==> src/rtl/uart_pkg.sv <==
// Shared register map, STATUS bit positions and serializer state encoding for the data-bus UART.
package uart_pkg;

    localparam logic [3:0] TXDATA_OFF = 4'h0;
    localparam logic [3:0] STATUS_OFF = 4'h4;
    localparam logic [3:0] CTRL_OFF   = 4'h8;

    localparam int ST_FULL    = 0;
    localparam int ST_EMPTY   = 1;
    localparam int ST_BUSY    = 2;
    localparam int ST_OVF     = 3;
    localparam int ST_CNT_LSB = 8;

    typedef enum logic [1:0] {
        IDLE  = 2'd0,
        START = 2'd1,
        DATA  = 2'd2,
        STOP  = 2'd3
    } state_t;

endpackage

==> src/rtl/byte_fifo.sv <==
// Synchronous byte FIFO with a combinational head; a push while full succeeds only alongside a pop.
module byte_fifo #(
    parameter int DEPTH = 8
) (
    input  logic                       clk,
    input  logic                       rst,
    input  logic                       push,
    input  logic                       pop,
    input  logic [7:0]                 din,
    output logic [7:0]                 dout,
    output logic                       full,
    output logic                       empty,
    output logic [$clog2(DEPTH+1)-1:0] count
);
    localparam int AW = (DEPTH > 1) ? $clog2(DEPTH) : 1;
    localparam int CW = $clog2(DEPTH + 1);

    logic [7:0]    mem [DEPTH];
    logic [AW-1:0] wr_ptr;
    logic [AW-1:0] rd_ptr;
    logic          do_push;
    logic          do_pop;

    assign empty   = (count == '0);
    assign full    = (count == CW'(DEPTH));
    assign do_pop  = pop && !empty;
    assign do_push = push && (!full || do_pop);
    assign dout    = mem[rd_ptr];

    always_ff @(posedge clk) begin
        if (do_push) mem[wr_ptr] <= din;
    end

    always_ff @(posedge clk or negedge rst) begin
        if (!rst) begin
            wr_ptr <= '0;
            rd_ptr <= '0;
            count  <= '0;
        end else begin
            if (do_push) wr_ptr <= wr_ptr + 1'b1;
            if (do_pop)  rd_ptr <= rd_ptr + 1'b1;
            count <= count + CW'(do_push) - CW'(do_pop);
        end
    end

endmodule

==> src/rtl/data_bus_uart_tx.sv <==
// Memory-mapped 8N1 UART transmitter on the core data bus, fed by a byte FIFO.
// Zero-wait-state reads; writes to a full FIFO are dropped and raise sticky overflow.
module data_bus_uart_tx
    import uart_pkg::*;
#(
    parameter logic [31:0] BASE_ADDR    = 32'h0000_1000,
    parameter int          CLKS_PER_BIT = 16,
    parameter int          FIFO_DEPTH   = 8
) (
    input  logic        clk,
    input  logic        rst,
    input  logic        ce,
    input  logic        we,
    input  logic [31:0] addr,
    input  logic [31:0] data_i,
    output logic [31:0] data_o,
    output logic        tx_o,
    output logic        busy_o
);
    localparam int            CW     = $clog2(FIFO_DEPTH + 1);
    localparam int            BW     = $clog2(CLKS_PER_BIT);
    localparam logic [BW-1:0] RELOAD = BW'(CLKS_PER_BIT - 1);

    logic          sel;
    logic [3:0]    off;
    logic          wr;
    logic          push_req;
    logic          push_ok;
    logic          clr_ovf;
    logic          pop;
    logic          enable;
    logic          overflow;
    logic [7:0]    fifo_dout;
    logic          fifo_full;
    logic          fifo_empty;
    logic [CW-1:0] fifo_count;
    logic [31:0]   status;
    state_t        state;
    logic [BW-1:0] baud;
    logic [2:0]    bit_idx;
    logic [7:0]    shift_reg;
    logic          unused_bits;

    assign sel         = ce && (addr[31:4] == BASE_ADDR[31:4]);
    assign off         = {addr[3:2], 2'b00};
    assign wr          = sel && we;
    assign push_req    = wr && (off == TXDATA_OFF);
    assign clr_ovf     = wr && (off == CTRL_OFF) && data_i[1];
    assign unused_bits = ^{addr[1:0], data_i[31:8]};

    // Popping at the last STOP cycle is what makes frames back-to-back.
    assign pop     = enable && !fifo_empty &&
                     ((state == IDLE) || ((state == STOP) && (baud == '0)));
    assign push_ok = push_req && (!fifo_full || pop);
    assign busy_o  = (state != IDLE) || !fifo_empty;

    byte_fifo #(.DEPTH(FIFO_DEPTH)) u_fifo (
        .clk   (clk),
        .rst   (rst),
        .push  (push_ok),
        .pop   (pop),
        .din   (data_i[7:0]),
        .dout  (fifo_dout),
        .full  (fifo_full),
        .empty (fifo_empty),
        .count (fifo_count)
    );

    always_ff @(posedge clk or negedge rst) begin
        if (!rst) begin
            enable   <= 1'b1;
            overflow <= 1'b0;
        end else begin
            if (wr && (off == CTRL_OFF)) enable <= data_i[0];
            if (push_req && !push_ok)    overflow <= 1'b1;
            else if (clr_ovf)            overflow <= 1'b0;
        end
    end

    always_comb begin
        status                   = '0;
        status[ST_FULL]          = fifo_full;
        status[ST_EMPTY]         = fifo_empty;
        status[ST_BUSY]          = busy_o;
        status[ST_OVF]           = overflow;
        status[ST_CNT_LSB +: 4]  = 4'(fifo_count);
    end

    always_comb begin
        data_o = '0;
        if (sel && !we) begin
            case (off)
                STATUS_OFF: data_o = status;
                CTRL_OFF:   data_o = {31'b0, enable};
                default:    data_o = '0;
            endcase
        end
    end

    always_ff @(posedge clk or negedge rst) begin
        if (!rst) begin
            state     <= IDLE;
            baud      <= '0;
            bit_idx   <= '0;
            shift_reg <= '0;
            tx_o      <= 1'b1;
        end else begin
            case (state)
                IDLE: begin
                    tx_o <= 1'b1;
                    if (pop) begin
                        state     <= START;
                        shift_reg <= fifo_dout;
                        baud      <= RELOAD;
                        tx_o      <= 1'b0;
                    end
                end
                START: begin
                    if (baud == '0) begin
                        state   <= DATA;
                        bit_idx <= '0;
                        baud    <= RELOAD;
                        tx_o    <= shift_reg[0];
                    end else begin
                        baud <= baud - 1'b1;
                    end
                end
                DATA: begin
                    if (baud == '0) begin
                        baud <= RELOAD;
                        if (bit_idx == 3'd7) begin
                            state <= STOP;
                            tx_o  <= 1'b1;
                        end else begin
                            bit_idx <= bit_idx + 3'd1;
                            tx_o    <= shift_reg[bit_idx + 3'd1];
                        end
                    end else begin
                        baud <= baud - 1'b1;
                    end
                end
                STOP: begin
                    if (baud == '0) begin
                        if (pop) begin
                            state     <= START;
                            shift_reg <= fifo_dout;
                            baud      <= RELOAD;
                            tx_o      <= 1'b0;
                        end else begin
                            state <= IDLE;
                            tx_o  <= 1'b1;
                        end
                    end else begin
                        baud <= baud - 1'b1;
                    end
                end
                default: begin
                    state <= IDLE;
                    tx_o  <= 1'b1;
                end
            endcase
        end
    end

endmodule

==> config.mk <==
export PLATFORM = sky130hd
export DESIGN_NAME = data_bus_uart_tx
export DESIGN_NICKNAME = d
export VERILOG_FILES = /design/src/rtl/uart_pkg.sv /design/src/rtl/byte_fifo.sv /design/src/rtl/data_bus_uart_tx.sv
export SDC_FILE = /design/constraint.sdc
export NUM_CORES = 1
export LEC_CHECK = 0
export BUFFER_PORTS_ARGS = -buffer_cell sky130_fd_sc_hd__buf_2
export CAP_MARGIN = 20
export CORE_UTILIZATION = 49
export CTS_CLUSTER_SIZE = 12
export DETAILED_ROUTE_END_ITERATION = 6
export PLACE_DENSITY_LB_ADDON = 0.1
export SYNTH_ARGS = -nofsm -noshare
export SYNTH_HDL_FRONTEND = slang
export SYNTH_SLANG_ARGS = --single-unit
==> constraint.sdc <==
create_clock -name clk -period 2.83 [get_ports clk]
set_input_delay 0.283 -clock clk [delete_from_list [all_inputs] [get_ports clk]]
set_output_delay 0.283 -clock clk [all_outputs]
set_load 0.1 [all_outputs]
==> results by group <==
Outcome
  – Outcome: finished, final reports clean

Synth
  – Number of flops mapped to enable cells by yosys: 64
  – Area fraction in compound gates after synthesis: 7.26%
  – Synth area leader: edfxtp_1
  – Synthesized instance count: 338
  – Most frequent cell after synthesis: edfxtp_1
  – Synth cell count leaders: 64 x edfxtp_1, 28 x dfrtp_1, 24 x buf_4, 21 x inv_1, 20 x ha_1
  – Syn. warnings: 0
  – Post-synthesis adder-cell area fraction: 5.76%
  – Cell variety after synth: 60
  – Simple-gate area share of the yosys netlist: 10.5%
  – Seq cells post-synth: 94
  – Mux cell area share after synthesis: 11.5%
  – Asr flop ratio synth: 31.9%
  – Xor and xnor area share after synthesis: 1.12%
  – Combinational family with the most area after synthesis: multiplexers
  – Sequential share of the synthesized area: 57.0%
  – Avg Inst Size Synth: 13.9 µm²
  – Synth top area share: 41.0%
  – Area contributors post-synth: edfxtp_1 41%, dfrtp_1 15%, mux4_2 8.2%
  – Mapped Area: 0.00469 mm²
  – Top_reg_cell synth: edfxtp_1

Placement
  – Post-DP HPWL: 5830 µm
  – Placed Cells: 523
  – Gpl congestion: 0.714
  – Port buffer count: 51

Finish
  – Ant diodes: 0
  – Final cell count without fillers: 540
  – Max reg flops: 64
  – Nets: 495
  – Area occupied by multi-input gates: 0.00179 mm²
  – Layout cells sized above 1: 28.2%
  – # fillers: 763
  – Storage cell area: 0.00268 mm²
  – Area added between synthesis and finish: 12.8%

Pwr
  – Power per cell area: 481 mW/mm²
  – Internal: 1850 µW
  – Net switching power: 700 µW
  – Clock power share: 34.2%
  – Total power draw: 2550 µW
  – Seq pwr share: 57.7%
  – Gate power share: 8.0%
  – Switching Fraction: 27.5%
  – VDD IR max: 0.284 mV
  – Leakage: 0.00210 µW

Die
  – # rows: 35
  – Die Y: 99.8 µm
  – Ports: 102
  – Initial core utilization: 50.8%
  – Core area: 0.00924 mm²
  – Die area: 0.00997 mm²
  – Die width: 99.8 µm

Setup path
  – CP Capture Type: flip-flop
  – Critical Path AT: 2.91 ns
  – Critical Path RT: 3.08 ns
  – Max FO, Critical Path: 9
  – Startpoint types: flip-flop
  – Worst r2r dst: u_fifo.count[2]$_DFF_PN0_
  – Setup CP Type: reg2reg
  – R2R setup slack: 0.17 ns
  – Register-to-Register Path Depth: 10
  – Origin of the critical flop-to-flop path: baud[0]$_DFF_PN0_

STA
  – Worst hold slack: 0.191 ns
  – Final setup viols: 0
  – Setup TNS: 0 ns
  – Rel. slew slack: 46.2%
  – Worst slew pin tran: 0.806 ns
  – Final Hold Viols: 0
  – RSZ-0062 raised after global routing: false
  – Clock Skews: 0.00968 ns
  – Max Freq: 376 MHz
  – Crit path time final: 2.66 ns
  – Final Max Slew Viols: 0
  – Tcrit/Tclk final: 93.9%

Global routing
  – Pin count of the biggest net entering global routing: 31
  – Vias in the first global route: 2783
  – GRT Util Overall: 18.0%
  – Total congestion overflow: 0
  – First-pass GRT wire length: 13600 µm
  – Initial antenna violation count: 0

Min path
  – Hold endpoint: u_fifo.mem[3][2]$_DFFE_PP_
  – HP Start: data_i[2]
  – Hold path cells: 1
  – Hold crit path type: in2reg

Drt
  – Drt pass-1 iters: 4
  – DRC: 0
  – Vias: 2852
  – Routed vias/inst: 5.28
  – WL met3: 276 µm
  – DR top layer: met4
  – Met2 Wirelength: 4120 µm
  – Wire length per cell: 15.4 µm
  – Routed met1 length: 3890 µm
  – Routed Wire Length: 8340 µm
  – Remaining antenna violation count after routing: 0
  – Iteration-0 DRC Markers: 121

Run
  – Max Cap Viol: 0

Clock network
  – CTS HTree Levels: 3
  – Clk_lat worst skew: 0.36 ns
  – Longest Clk Path Bufs: 2
  – Num CTS Buffers: 9
  – Clk sinks: 94
  – CTS clock-pin slew for the worst setup and hold paths: 0.11 ns
  – Clock root buffer: clkbuf_8
  – # resized after CTS: 0
  – CTS tree: yes
power groups by stage:
stage                     combinational, µW  sequential [µW]  clock, µW
final                                   205             1470        872
after global routing                    218             1470        954
after CTS                               206             1470        902
after detailed placement                205             1500          0
after global placement                  202             1500          0
after floorplan                         176             1500          0
critical path, cell delays in order, from the launching register on:
cell,delay [ns]
dfrtp_1,0.41
inv_1,0.14
ha_1,0.24
or3b_1,0.40
o211ai_2,0.30
nand4_4,0.22
clkinv_2,0.12
ha_1,0.16
inv_1,0.05
fa_1,0.37
xnor2_1,0.13
area by class of cell:
class / instances / area share [%]
clock buffers: 9 / 2.34
multi-input cells: 211 / 33.8
flip-flops and latches: 94 / 50.6
well taps: 129 / 3.05
clock inverters: 7 / 1.37
inverters: 22 / 1.58
repair buffers: 68 / 7.28
cell families (layout without fill, tap and decap cells):
| logic type | count (synthesis) | after routing |
|---|---|---|
| adder cells (fa/ha/maj) | 21 | 21 |
| multiplexers | 32 | 32 |
| other | 1 | 24 |
| XOR/XNOR | 6 | 6 |
| flip-flops | 94 | 94 |
| AO/OA/AOI/OAI | 49 | 49 |
| buffers and inverters | 56 | 106 |
| AND/OR/NAND/NOR | 79 | 79 |
stage by stage:
| step | worst slack [ns] | util [%] | cell area [µm²] |
|---|---|---|---|
| 2_1_floorplan | 0.0286 | - | 4780 |
| 4_1_cts | 0.170 | 57.3 | 5290 |
| 5_1_grt | 0.0186 | 57.3 | 5290 |
| 3_3_place_gp | 0.259 | 55.0 | 5080 |
| 6_report | 0.173 | 57.3 | 5290 |
| 3_5_place_dp | 0.198 | 55.0 | 5080 |
what timing repair did:
action                                 in CTS  in global routing
endpoints found under the hold margin      28                  0
hold buffers                                1                  0
setup buffers                               0                  0
metal layers:
layer  up-vias  track usage, %
met4         0            4.30
met2        62            29.3
li1       1381               -
met5         -               0
met1      1402            24.7
met3         7            4.39
cells in the final DEF, fill, tap and decap left out, types with 2 or more instances in the layout:
cell and instances:
edfxtp_1 64, buf_2 51, dfrtp_1 28, conb_1 24, inv_1 21, ha_1 20, o21ai_0 17, mux4_2 17
nand2_1 16, buf_4 16, nor4_1 10, nor3_1 9, mux2i_1 9, clkbuf_8 9, and2_1 7, a21oi_1 6
nor2_1 6, a22o_1 6, mux2_2 5, nor4b_1 4, nand4_1 4, nor3b_1 3, xor2_1 3, xnor2_1 3
nand2b_1 3, inv_6 3, or3_1 2, o31ai_1 2, and4_1 2, nand3b_1 2, nor4b_2 2, o41ai_1 2
nand3_1 2, inv_8 2, dfstp_2 2
worst max path at each step:
stage,cells after the start,slack [ns],endpoint,startpoint
final,10,0.17,u_fifo.count[2]$_DFF_PN0_,baud[0]$_DFF_PN0_
after detailed placement,10,0.20,u_fifo.count[2]$_DFF_PN0_,baud[0]$_DFF_PN0_
after global placement,10,0.26,u_fifo.count[2]$_DFF_PN0_,baud[0]$_DFF_PN0_
after global routing,10,0.02,u_fifo.count[1]$_DFF_PN0_,baud[0]$_DFF_PN0_
after floorplan,7,0.03,u_fifo.mem[0][0]$_DFFE_PP_,baud[0]$_DFF_PN0_
after CTS,10,0.17,u_fifo.count[2]$_DFF_PN0_,baud[0]$_DFF_PN0_
(Power assumes the default switching activity.)
